**config.mk**
```make
export PLATFORM = sky130hd
export DESIGN_NAME = serial_addsub_unit
export DESIGN_NICKNAME = d
export VERILOG_FILES = /design/src/rtl/serial_addsub_unit.sv
export SDC_FILE = /design/constraint.sdc
export NUM_CORES = 1
export LEC_CHECK = 0
export CAP_MARGIN = 5
export CORE_UTILIZATION = 45
export CTS_BUF_LIST = sky130_fd_sc_hd__clkbuf_2
export DETAILED_ROUTE_END_ITERATION = 8
export DONT_BUFFER_PORTS = 1
export GPL_ROUTABILITY_DRIVEN = 1
export HOLD_SLACK_MARGIN = 0.05
export PLACE_DENSITY_LB_ADDON = 0.08
export SYNTH_ARGS = -nofsm -noshare
export SYNTH_HDL_FRONTEND = slang
export SYNTH_SLANG_ARGS = --single-unit
export TNS_END_PERCENT = 100
```
**constraint.sdc**
```tcl
create_clock -name clk -period 3.48 [get_ports clk]
set_input_delay 0.522 -clock clk [delete_from_list [all_inputs] [get_ports clk]]
set_output_delay 0.522 -clock clk [all_outputs]
set_load 0.02 [all_outputs]
```
**src/rtl/serial_addsub_unit.sv**
```systemverilog
// serial_addsub_unit: multi-cycle add/subtract unit that processes CHUNK bits
// per clock, LSB chunk first, carrying between chunks in a register.
//
// Ports:
//   clk    - rising-edge clock
//   rst_n  - synchronous active-low reset
//   start  - operation request, honoured only in IDLE or DONE
//   a, b   - WIDTH-bit operands, latched on an accepted start
//   sub    - 0: a+b+cin, 1: a-b-cin (latched on start)
//   cin    - carry/borrow in (latched on start)
//   E      - output enable, combinational gate on s only
//   busy   - operation in progress
//   done   - one-cycle pulse, result and flags valid
//   s      - result AND E (combinational gate of the result register)
//   cout   - carry out of MSB (subtract: 1 = no borrow)
//   ovf    - signed overflow
//   zero   - ungated result == 0
module serial_addsub_unit #(
    parameter int unsigned WIDTH = 16,
    parameter int unsigned CHUNK = 4
) (
    input  logic             clk,
    input  logic             rst_n,
    input  logic             start,
    input  logic [WIDTH-1:0] a,
    input  logic [WIDTH-1:0] b,
    input  logic             sub,
    input  logic             cin,
    input  logic             E,
    output logic             busy,
    output logic             done,
    output logic [WIDTH-1:0] s,
    output logic             cout,
    output logic             ovf,
    output logic             zero
);

    localparam int unsigned N  = WIDTH / CHUNK;
    localparam int unsigned KW = (N > 1) ? $clog2(N) : 1;

    // Operands must split into whole chunks.
    generate
        if ((WIDTH % CHUNK) != 0) begin : g_bad_chunk
            $error("serial_addsub_unit: WIDTH must be a multiple of CHUNK");
        end
    endgenerate

    typedef enum logic [1:0] {
        S_IDLE = 2'd0,
        S_RUN  = 2'd1,
        S_DONE = 2'd2
    } state_t;

    state_t             r_state;
    state_t             w_state_nxt;
    logic               w_accept;
    logic               w_last;

    logic [WIDTH-1:0]   r_a;
    logic [WIDTH-1:0]   r_b;        // already inverted when subtracting
    logic               r_carry;
    logic [KW-1:0]      r_k;
    logic [WIDTH-1:0]   r_result;
    logic               r_busy;
    logic               r_done;
    logic               r_cout;
    logic               r_ovf;
    logic               r_zero;

    logic [CHUNK-1:0]   w_a_ch;
    logic [CHUNK-1:0]   w_b_ch;
    logic [CHUNK:0]     w_sum_ext;
    logic               w_msb_cin;
    logic [WIDTH-1:0]   w_result_nxt;

    assign w_last = (r_k == KW'(N - 1));

    // Next-state logic; start is only looked at in IDLE and DONE.
    always_comb begin
        w_state_nxt = r_state;
        w_accept    = 1'b0;
        case (r_state)
            S_IDLE: begin
                if (start) begin
                    w_state_nxt = S_RUN;
                    w_accept    = 1'b1;
                end
            end
            S_RUN: begin
                if (w_last) begin
                    w_state_nxt = S_DONE;
                end
            end
            S_DONE: begin
                if (start) begin
                    w_state_nxt = S_RUN;
                    w_accept    = 1'b1;
                end else begin
                    w_state_nxt = S_IDLE;
                end
            end
            default: begin
                w_state_nxt = S_IDLE;
            end
        endcase
    end

    // Chunk select, chunk add and merge of the new chunk into the result.
    always_comb begin
        w_a_ch       = '0;
        w_b_ch       = '0;
        w_result_nxt = r_result;
        for (int unsigned j = 0; j < N; j++) begin
            if (r_k == KW'(j)) begin
                w_a_ch = r_a[j*CHUNK +: CHUNK];
                w_b_ch = r_b[j*CHUNK +: CHUNK];
            end
        end
        w_sum_ext = {1'b0, w_a_ch} + {1'b0, w_b_ch} + (CHUNK+1)'(r_carry);
        for (int unsigned j = 0; j < N; j++) begin
            if (r_k == KW'(j)) begin
                w_result_nxt[j*CHUNK +: CHUNK] = w_sum_ext[CHUNK-1:0];
            end
        end
    end

    // Carry into the chunk MSB, recovered from the MSB sum bit.
    assign w_msb_cin = w_a_ch[CHUNK-1] ^ w_b_ch[CHUNK-1] ^ w_sum_ext[CHUNK-1];

    // State register and datapath registers.
    always_ff @(posedge clk) begin
        if (!rst_n) begin
            r_state  <= S_IDLE;
            r_a      <= '0;
            r_b      <= '0;
            r_carry  <= 1'b0;
            r_k      <= '0;
            r_result <= '0;
            r_busy   <= 1'b0;
            r_done   <= 1'b0;
            r_cout   <= 1'b0;
            r_ovf    <= 1'b0;
            r_zero   <= 1'b0;
        end else begin
            r_state <= w_state_nxt;
            r_busy  <= (w_state_nxt == S_RUN);
            r_done  <= (w_state_nxt == S_DONE);
            if (w_accept) begin
                // Subtract as a + ~b + 1; borrow-in flips the injected carry.
                r_a     <= a;
                r_b     <= b ^ {WIDTH{sub}};
                r_carry <= cin ^ sub;
                r_k     <= '0;
            end else if (r_state == S_RUN) begin
                r_result <= w_result_nxt;
                r_carry  <= w_sum_ext[CHUNK];
                r_k      <= r_k + KW'(1);
                if (w_last) begin
                    r_cout <= w_sum_ext[CHUNK];
                    r_ovf  <= w_msb_cin ^ w_sum_ext[CHUNK];
                    r_zero <= (w_result_nxt == '0);
                end
            end
        end
    end

    assign busy = r_busy;
    assign done = r_done;
    assign cout = r_cout;
    assign ovf  = r_ovf;
    assign zero = r_zero;
    assign s    = r_result & {WIDTH{E}};

endmodule

```
## Word level (Yosys, flattened, before mapping)

Cells that the tools add are included.

| storage, ports and cells | value |
|---|---|
| register bits | 58 |
| bits of input ports | 38 |
| output and inout port bits | 21 |
| word-level logic and storage cells | 57 |

| cells by class | value |
|---|---|
| $add $sub $neg | 3 |
| equal/unequal tests | 7 |
| multiplexer cells | 20 |
| bitwise gates (word level) | 8 |
| reductions and logical operators | 8 |

Operators with widths:

| cell | number |
|---|---|
| two-way mux 4 bit | 12 |
| AND 16 bit | 1 |
| zero test 16 bit | 1 |
| bitwise XOR 16 bit | 1 |
| equality test 2 bit (second input constant) | 4 |
| equality test 2 x 1 -> 1 bit (second input constant) | 3 |
| case mux 2 bit (3 select lines) | 1 |
| adder 4 x 4 -> 5 bit | 1 |
| adder 5 x 1 -> 5 bit | 1 |
| two-way mux 1 bit | 5 |
| zero test 2 bit | 2 |
| two-way mux 2 bit | 2 |
| OR reduction 2 bit | 2 |
| bitwise XOR 1 bit | 4 |
| AND reduction 3 bit | 1 |
| adder 2 x 1 -> 2 bit (second input constant) | 1 |
| NOT 1 bit | 2 |
| AND reduction 2 bit | 1 |
| nonzero test 2 bit | 1 |

## Longest topological paths before layout

Gate-level depths: netlist of the first run.

| depth | value |
|---|---|
| depth in word-level cells | 9 |
| gate-level depth with buffers | 14 |
| depth with buffers taken out | 13 |

## Worst setup path after synthesis of the first run

Ideal clock, no wire load.

| timing path | value |
|---|---|
| kind | flip-flop to flip-flop |
| from | register r_k[0] |
| to | register r_zero, in the netlist zero |
| library setup time | 0.096 ns |
| arrival time | 2.722 ns |
| required time | 3.384 ns |
| path slack | 0.662 ns |
| cell stages (with the launch flop) | 15 |
| path buffers | 1 |
| period minus slack after synthesis | 2.818 ns |
| cell sequence | dfxtp_1 inv_1 ha_1 clkbuf_1 nand3b_1 a21oi_1 a21oi_1 o21ai_1 fa_1 inv_1 fa_1 xnor2_1 nor3b_1 o211ai_1 o41ai_2 |

| between the ends | value |
|---|---|
| longest elaborated chain between the ends | 9 |
| elaborated cells between the ends (all ways) | 20 |
| classes of those cells | 2 x add/sub; 3 x eq/ne; 12 x mux; 3 x reduce/logical |

Ends and longest elaborated chain:

| element | RTL line | source |
|---|---|---|
| start: declaration | 62 | `logic [KW-1:0] r_k;` |
| start signal: assignment | 157 | `r_k <= r_k + KW'(1);` |
| zero test 2 bit | 114, 121 |  |
| two-way mux 4 bit (4 in a row) | 114 | `if (r_k == KW'(j)) begin` |
| adder 4 x 4 -> 5 bit | 119 | `w_sum_ext = {1'b0, w_a_ch} + {1'b0, w_b_ch} + (CHUNK+1)'(r_carry);` |
| adder 5 x 1 -> 5 bit | 119 |  |
| two-way mux 4 bit | 121 | `if (r_k == KW'(j)) begin` |
| zero test 16 bit | 161 | `r_zero <= (w_result_nxt == '0);` |
| end signal: assignment | 161 |  |
| end: declaration | 68 | `logic r_zero;` |

Several ways; a longest one is shown, not always the timed one.
A chain may end at the register's enable or synchronous reset.

## Final worst setup path of the first run

Same ends and word-level chain as after synthesis.

==> impl_metrics.tcl, run 1 <==
set metrics [dict create \
    ir_worst_vdd_mv 0.200 \
    holdWs_ps 146 \
    fill_cells 631 \
    yosysTopAreaCell "dfxtp_1" \
    synth_top_cell_area_share_pct 40.9 \
    synthSimpleGateAreaFrac_pct 23.5 \
    synth_area_per_cell_um2 8.11 \
    yosysMostFrequentCell "nand2_1" \
    critPathArrivalTime_ps 3550 \
    maxSlewViolCount 0 \
    antenna_left 0 \
    nNetsFinal 387 \
    synth-edff-count 0 \
    required_ps 3880 \
    finClkSkew_ps 28.0 \
    synthesis.area_um2 2840 \
    dr_wl_met2_um 2940 \
    layout-drive-gt1-share_pct 6.96 \
    power_density_nw_per_um2 441 \
    max_stage_delay_ps 510 \
    yosysWarnings 0 \
    drtIter0Drc 69 \
    synth-seq-area-share_pct 40.9 \
    routed-wl-met3_um 278 \
    r2r_end "zero$_SDFFE_PN0P_" \
    timing.final.crit_period_ps 3150 \
    cts-root-buf "clkbuf_2" \
    seq_area_um2 1160 \
    finalCritPeriodShare_pct 90.5 \
    postCtsHoldBufs 0 \
    drt-met1-wl_um 3010 \
    postSynthCellCount 350 \
    timing.critical_path.fanout_max 15 \
    start_util_pct 47.4 \
    grtUsageTotal_pct 21.1 \
    setup_viol_count_final 0 \
    min_to "r_a[3]$_SDFFE_PN0P_" \
    port-buffer-count 0 \
    drc 0 \
    rsz0062_at_grt "false" \
    crit_chain "inv_1 -> ha_1 -> nand3b_1 -> a21oi_1 -> a21oi_1 -> o21ai_1 -> fa_1 -> inv_1 -> fa_1 -> xnor2_1 -> nor3b_1 -> o211ai_1 -> o41ai_2" \
    place_hpwl_um 4490 \
    row_count 28 \
    cp-end-kind "flip-flop" \
    min_path_cells 2 \
    hold_path_class "in2reg" \
    cap_viol_max_count 0 \
    rrSetupSlack_ps 330 \
    worstSetupStartpointType "flip-flop" \
    netlist_top_cells_count "nand2_1 (61), dfxtp_1 (58), a21oi_1 (46)" \
    synth_xor_area_share_pct 5.86 \
    coreArea_um2 5990 \
    areaGrowthSynthToFinish_pct 3.48 \
    path_class "reg2reg" \
    postLayoutCoreUtil_pct 49.1 \
    cts_inserted_buffers 9 \
    fin_ws_ps 331 \
    synth_ff_type "dfxtp_1" \
    multi_input_area_um2 1550 \
    rr_startpoint "r_k[0]$_SDFFE_PP0P_" \
    htreeDepth 3 \
    fp.dieW_um 81.4 \
    reg2reg_depth 13 \
    wl_per_cell_um 15.1 \
    slew_headroom_pct 38.1 \
    synthMuxAreaShare_pct 1.06 \
    status "finished, final reports clean" \
    num_vias 2274 \
    hold_viol_final 0 \
    fp.dieH_um 81.4 \
    overflow 0 \
    synth_compound_area_share_pct 19.3 \
    gp_congestion 0.868 \
    fmax_mhz 318 \
    io_pins 59 \
    clock_latency_ps 500 \
    finalSetupTns_ps 0 \
    drtPass1Iterations 4 \
    antenna_found_initial 0 \
    power_leakage_nw 1.08 \
    cts.sinks 58 \
    cts_tree "built" \
    grt_pass1_wl_um 10200 \
    hp-start "a[3]" \
    synth-async-reset-ratio_pct 0 \
    grt_pass1_vias 2086 \
    synth_fa_ha_area_share_pct 4.49 \
    n_antenna_cell 0 \
    synth_top_family_by_area "simple AND/OR/NAND/NOR gates" \
    worst_pin_slew_ps 928 \
    die-area_um2 6630 \
    clockBufferDepth 2 \
    synth_area_leaders "dfxtp_1 (41%), a21oi_1 (8.1%), nand2_1 (8.1%)" \
    ys_ff_latch 58 \
    drt_wl_total_um 6350 \
    grt_max_degree 54 \
    path_clk_slew_ps 160 \
    maxUsedRoutingLayer "met4" \
    vias_per_cell 5.41 \
    slowest_stage "ha_1" \
    pre_cts_ws_ps 337 \
    syn-num-nets 397 \
    yosysUniqueCellTypes 36 \
]
[state kept, by name (all words and copies together), names as in the netlist]
signal,count
r_a,16
r_carry,1
zero,1
r_k,2
done,1
r_result,16
ovf,1
r_b,16
r_state,2
busy,1
cout,1
[timing repair]
| item | CTS | global route |
|---|---|---|
| hold endpoints to repair | 0 | 0 |
| setup buffers | 0 | 0 |
| gates resized for setup | 0 | 1 |
| endpoints found under the setup margin | 0 | 1 |
[cells in the final DEF, fill, tap and decap left out, drive strengths merged]
cell / Yosys / final
a21o: 3 / 3
a21boi: 1 / 1
a211oi: 17 / 17
and2: 17 / 17
nor2: 26 / 26
o311ai: 1 / 1
a211o: 1 / 1
a311oi: 4 / 4
or3: 4 / 4
nor4: 3 / 3
mux2i: 3 / 3
o21ai: 9 / 9
dfxtp: 58 / 58
nand3: 6 / 6
ha: 7 / 7
o211ai: 1 / 1
nor3: 3 / 3
nand2b: 2 / 2
a21oi: 46 / 46
nor3b: 1 / 1
nor2b: 9 / 9
a31oi: 2 / 2
a221oi: 2 / 2
inv: 5 / 5
o41ai: 2 / 2
clkinv: 0 / 4
buf: 14 / 5
clkbuf: 12 / 12
and3b: 1 / 1
nand2: 61 / 61
nand3b: 8 / 8
xnor2: 19 / 19
fa: 2 / 2
[worst max-delay path, delay by kind of cell (launching register included)]
kind / cells / cell delay (ps)
buffers and inverters: 2 / 160
adders and majority gates: 3 / 1140
xor gates and xnor gates: 1 / 220
DFF: 1 / 380
and+or+nand+nor: 2 / 350
AOI/OAI and AO/OA: 5 / 810
[report_power, final]
| group | switching, mW | internal [mW] |
|---|---|---|
| Combinational | 0.132 | 0.0937 |
| Sequential | 0.0271 | 0.703 |
| Clock | 0.243 | 0.0975 |
[per-stage QoR]
stage	power, mW	cell area (um2)	std cells
after floorplan	0.927	2840	350
after global placement	0.967	2860	404
after detailed placement	0.969	2860	404
after CTS	1.31	2940	420
after global routing	1.37	2940	420
final	1.30	2940	420
[worst max path at each step]
| stage | from | to | slack, ps | cells past startpoint |
|---|---|---|---|---|
| after global placement | r_k[1]$_SDFFE_PP0P_ | zero$_SDFFE_PN0P_ | 450 | 12 |
| after floorplan | r_k[0]$_SDFFE_PP0P_ | zero$_SDFFE_PN0P_ | 660 | 14 |
| after detailed placement | r_k[1]$_SDFFE_PP0P_ | zero$_SDFFE_PN0P_ | 340 | 13 |
| final | r_k[0]$_SDFFE_PP0P_ | zero$_SDFFE_PN0P_ | 330 | 13 |
| after CTS | r_k[1]$_SDFFE_PP0P_ | zero$_SDFFE_PN0P_ | 280 | 13 |
| after global routing | r_k[0]$_SDFFE_PP0P_ | zero$_SDFFE_PN0P_ | 10 | 13 |
[kinds of logic after synthesis]
| group | after synthesis |
|---|---|
| adder cells (fa/ha/maj) | 9 |
| flip-flops | 58 |
| AO/OA/AOI/OAI | 89 |
| multiplexers | 3 |
| AND/OR/NAND/NOR | 141 |
| XOR/XNOR | 19 |
| buffers and inverters | 31 |
[layer usage]
layer	vias to the layer above	track usage, %
met3	11	5.89
met1	1029	26.0
met2	56	33.8
met5	-	0
li1	1178	-
met4	0	10.2
[area by class of cell]
type | instances | share of cell area [%]
flip-flops and latches | 58 | 39.5
clock buffers | 12 | 2.04
inverters | 5 | 0.639
clock inverters | 4 | 0.639
multi-input cells | 261 | 52.7
repair buffers | 5 | 1.28
well taps | 75 | 3.19
(Power assumes the default switching activity.)
==> run 2, diff against run 1 <==
CORE_MARGIN = 3   (was not set)
CORE_UTILIZATION = 40   (was 45)
==> impl_metrics.tcl, run 2 (synthesized netlist as in run 1, its figures left out) <==
set metrics [dict create \
    status "finished, final reports clean" \
    finalSetupTns_ps 0 \
    drt_wl_total_um 6400 \
    antenna_left 0 \
    grtUsageTotal_pct 17.0 \
    min_to "r_a[11]$_SDFFE_PN0P_" \
    comb_power_share_pct 17.6 \
    hold_path_class "in2reg" \
    critPathArrivalTime_ps 3420 \
    htreeDepth 3 \
    path_class "reg2reg" \
    port-buffer-count 0 \
    pre_cts_ws_ps 465 \
    cts.sinks 58 \
    p_sw_share_pct 30.9 \
    grt_pass1_wl_um 11100 \
    num_vias 2281 \
    grt_pass1_vias 2227 \
    p_int_uw 887 \
    fp.dieH_um 90.3 \
    placed_area_um2 2880 \
    clock_latency_ps 490 \
    finClkSkew_ps 26.4 \
    timing.final.crit_period_ps 3020 \
    areaGrowthSynthToFinish_pct 4.32 \
    n_antenna_cell 0 \
    switchingPower_uw 397 \
    hp-start "a[11]" \
    drtIter0Drc 95 \
    vias_per_cell 5.17 \
    slew_headroom_pct 38.9 \
    cap_viol_max_count 0 \
    drc 0 \
    drtPass1Iterations 4 \
    fin_ws_ps 465 \
    final_common_cell "nand2_1" \
    io_pins 59 \
    min_path_cells 2 \
    stdcell_area_um2 2960 \
    grt_max_degree 54 \
    cts_resized 0 \
    reg2reg_depth 11 \
    overflow 0 \
    rsz0062_at_grt "false" \
    cp-end-kind "flip-flop" \
    cts-root-buf "clkbuf_2" \
    start_util_pct 41.6 \
    antenna_found_initial 0 \
    slowest_stage "fa_1" \
    postCtsHoldBufs 0 \
    required_ps 3890 \
    postCtsSetupBuffers 0 \
    fp.dieW_um 90.3 \
    maxSlewViolCount 0 \
    clock_power_share_pct 25.6 \
    wl_per_cell_um 14.5 \
    worstSetupStartpointType "flip-flop" \
    coreArea_um2 6830 \
    max_stage_delay_ps 570 \
    worst_pin_slew_ps 915 \
    rrSetupSlack_ps 460 \
    cts_inserted_buffers 9 \
    clockBufferDepth 2 \
    power_density_nw_per_um2 433 \
    fmax_mhz 332 \
    holdWs_ps 137 \
    layout-drive-gt1-share_pct 6.38 \
    nNetsFinal 387 \
    cp-startpoint "r_k[1]$_SDFFE_PP0P_" \
    ir_worst_vdd_mv 0.175 \
    finalCritPeriodShare_pct 86.6 \
    r2r_end "zero$_SDFFE_PN0P_" \
    row_count 30 \
    path_clk_slew_ps 170 \
    setup_viol_count_final 0 \
    power_leakage_nw 1.08 \
    place_hpwl_um 4630 \
    rr_startpoint "r_k[1]$_SDFFE_PP0P_" \
    hold_viol_final 0 \
    gp_congestion 0.813 \
    crit_chain "inv_1 -> ha_1 -> nand3b_1 -> a21oi_1 -> a21oi_1 -> o21ai_1 -> fa_1 -> a211o_1 -> o41ai_1 -> o21ai_1 -> o41ai_2" \
    final_cell_mix "nand2_1 (61), dfxtp_1 (58), a21oi_1 (46)" \
    cts_tree "built" \
    die-area_um2 8150 \
    reg_top3 "r_a x16, r_b x16, r_result x16" \
    timing.critical_path.fanout_max 15 \
    seq_power_share_pct 56.8 \
]
run 2: cell count changes in the layout (fill, tap and decap cells not counted):
cell	delta
clkbuf_2	-1
clkinv_1	+2
clkinv_2	-1
run 2: per-stage QoR:
| step | power (mW) | cells | utilization [%] |
|---|---|---|---|
| after detailed placement | 0.972 | 425 | 42.2 |
| after global routing | 1.37 | 441 | 43.4 |
| after CTS | 1.30 | 441 | 43.3 |
| after floorplan | 0.927 | 350 | - |
| final | 1.28 | 441 | 43.4 |
| after global placement | 0.969 | 425 | 42.2 |
run 2: worst max-delay path, delay by kind of cell (launching register included):
family | cells | cell delay [ps]
AO/OA/AOI/OAI | 7 | 1350
adder cells (fa/ha/maj) | 2 | 900
flip-flops | 1 | 380
AND/OR/NAND/NOR | 1 | 230
buffers and inverters | 1 | 90
run 2: metal layers:
layer / track usage [%] / up-vias / wire, um
met3: 5.25 / 11 / 378
met4: 7.27 / 0 / 120
met2: 26.8 / 58 / 2960
li1: - / 1173 / -
met5: 0 / - / 0
met1: 21.5 / 1039 / 2940
run 2: final cells by class:
| class | instances | area (um2) |
|---|---|---|
| multi-input combinational | 261 | 1550 |
| sequential | 58 | 1160 |
| clock buffer | 11 | 55.1 |
| inverter | 5 | 18.8 |
| fill | 742 | 3870 |
| timing repair buffer | 5 | 37.5 |
| clock inverter | 5 | 21.3 |
| tap | 96 | 120 |
run 2: worst max path at each step:
stage / endpoint / slack (ps) / depth (start not counted)
final: zero$_SDFFE_PN0P_ / 460 / 11
after global routing: zero$_SDFFE_PN0P_ / 70 / 11
after CTS: zero$_SDFFE_PN0P_ / 430 / 13
after detailed placement: zero$_SDFFE_PN0P_ / 470 / 11
after global placement: zero$_SDFFE_PN0P_ / 530 / 11
after floorplan: zero$_SDFFE_PN0P_ / 660 / 14
run 2: power by group through the flow:
| stage | clock (mW) | sequential, mW | combinational, mW |
|---|---|---|---|
| after floorplan | 0 | 0.734 | 0.194 |
| after CTS | 0.346 | 0.730 | 0.227 |
| after global placement | 0 | 0.745 | 0.224 |
| after global routing | 0.371 | 0.735 | 0.262 |
| after detailed placement | 0 | 0.745 | 0.227 |
| final | 0.328 | 0.729 | 0.226 |
==> run 3, diff against run 2 <==
clock period = 3 ns   (was 3.48 ns; I/O delays follow)
==> impl_metrics.tcl, run 3 (synthesized netlist as in run 1, its figures left out) <==
set metrics [dict create \
    final_common_cell "nand2_1" \
    path_class "reg2reg" \
    cts_tree "built" \
    placed_area_um2 2920 \
    worst_pin_slew_ps 871 \
    antenna_left 0 \
    gp_congestion 0.840 \
    max_stage_delay_ps 620 \
    wl_per_cell_um 14.8 \
    cp_common_cell "fa_2" \
    cts.sinks 58 \
    drtIter0Drc 100 \
    n_antenna_cell 0 \
    cap_viol_max_count 0 \
    slew_headroom_pct 41.8 \
    clock_power_share_pct 28.6 \
    finalSetupTns_ps 0 \
    grt_pass1_vias 2338 \
    maxSlewViolCount 0 \
    grt_pass1_wl_um 11500 \
    finClkSkew_ps 26.2 \
    worstSetupStartpointType "flip-flop" \
    dr_wl_met2_um 3250 \
    htreeDepth 3 \
    rr_startpoint "r_k[1]$_SDFFE_PP0P_" \
    final-instance-count-excl-fill 463 \
    cp-end-kind "flip-flop" \
    path_buf_inv 3 \
    hold_path_class "in2reg" \
    hp-start "rst_n" \
    drt_wl_total_um 6870 \
    required_ps 3410 \
    routed-wl-met3_um 282 \
    reg_top3 "r_a x16, r_b x16, r_result x16" \
    hold_viol_final 0 \
    timing.critical_path.fanout_max 7 \
    row_count 30 \
    clockBufferDepth 2 \
    coreArea_um2 6830 \
    place_hpwl_um 4920 \
    antenna_found_initial 0 \
    areaGrowthSynthToFinish_pct 14.1 \
    vias_per_cell 5.23 \
    final_cell_mix "nand2_1 (61), dfxtp_1 (56), a21oi_1 (45)" \
    timing.final.crit_period_ps 2780 \
    switchingPower_uw 486 \
    fp.dieW_um 90.3 \
    rsz0062_at_grt "false" \
    cp_top_family "adder cells" \
    stdcell_area_um2 3240 \
    grt_max_degree 44 \
    clock_latency_ps 500 \
    layout-drive-gt1-share_pct 10.6 \
    drc 0 \
    cts_inserted_buffers 9 \
    p_int_mw 1.14 \
    setup_viol_count_final 0 \
    status "finished, final reports clean" \
    critPathArrivalTime_ps 3200 \
    maxUsedRoutingLayer "met4" \
    num_vias 2423 \
    nNetsFinal 410 \
    ir_worst_vdd_mv 0.220 \
    cp-startpoint "r_k[1]$_SDFFE_PP0P_" \
    power_leakage_nw 1.19 \
    drtPass1Iterations 4 \
    power_density_nw_per_um2 503 \
    start_util_pct 41.6 \
    crit_chain "inv_2 -> ha_4 -> clkbuf_2 -> nand2_1 -> a21oi_2 -> a21oi_1 -> o21ai_2 -> fa_2 -> inv_1 -> fa_2 -> nor3b_2 -> o211ai_1 -> o41ai_2" \
    comb_power_share_pct 19.4 \
    io_pins 59 \
    grtUsageTotal_pct 17.8 \
    fp.dieH_um 90.3 \
    drt-met1-wl_um 3200 \
    die-area_um2 8150 \
    fmax_mhz 359 \
    finalCritPeriodShare_pct 92.8 \
    overflow 0 \
    port-buffer-count 0 \
    cts-root-buf "clkbuf_2" \
    fill_cells 703 \
    path_clk_slew_ps 160 \
    p_sw_share_pct 29.8 \
    seq_power_share_pct 52.0 \
    slowest_stage "fa_2" \
    dp.cells 430 \
]
run 3: power groups by stage:
stage,clock [mW],sequential (mW),combinational [mW]
2_1_floorplan,0,0.851,0.224
3_3_place_gp,0,0.864,0.281
3_5_place_dp,0,0.864,0.284
4_1_cts,0.479,0.847,0.300
5_1_grt,0.515,0.854,0.358
6_report,0.466,0.847,0.316
run 3: path summary, 6_finish.rpt:
kind                                                   to  slack [ps]  cells past startpoint
worst max-delay path                    zero$_SDFFE_PN0P_         220                     13
worst min-delay path                  r_k[1]$_SDFFE_PP0P_         100                      2
worst max register to register          zero$_SDFFE_PN0P_         220                     13
worst min register to register  r_result[15]$_SDFFE_PN0P_         470                      2
run 3: area by class of cell:
type	instances	area, um2	share of cell area (%)
clock buffers	10	50.0	1.54
clock inverters	5	46.3	1.43
inverters	5	18.8	0.579
multi-input cells	261	1600	49.2
flip-flops and latches	58	1160	35.9
well taps	96	120	3.71
repair buffers	28	248	7.64
run 3: through the flow:
| stage | setup WS (ps) | hold WS [ps] | power [mW] | utilization (%) |
|---|---|---|---|---|
| floorplan | 182 | 432 | 1.08 | - |
| global placement | 187 | 441 | 1.14 | 42.8 |
| detailed placement | 46.6 | 445 | 1.15 | 42.8 |
| CTS | 54.6 | 52.8 | 1.63 | 46.3 |
| global route | 11.7 | 71.4 | 1.73 | 47.5 |
| finish | 216 | 96.2 | 1.63 | 47.5 |
run 3: worst reg2reg max path, stage by stage (launching register included):
cell and delay [ps]:
dfxtp_2 370, inv_2 100, ha_4 180, clkbuf_2 170, nand2_1 80, a21oi_2 110
a21oi_1 60, o21ai_2 150, fa_2 220, inv_1 60, fa_2 620, nor3b_2 180
o211ai_1 120, o41ai_2 270
run 3: repair_timing:
item	in CTS	in global routing
pin swaps	0	3
hold buffers	14	2
setup endpoints to repair	1	4
resized for setup	1	13
hold endpoints to repair	15	2
buffers inserted	0	2
run 3: metal layers:
layer	vias up	GRT usage, %
li1	1225	-
met1	1132	21.9
met2	55	28.9
met3	11	4.67
met4	0	8.16
met5	-	0
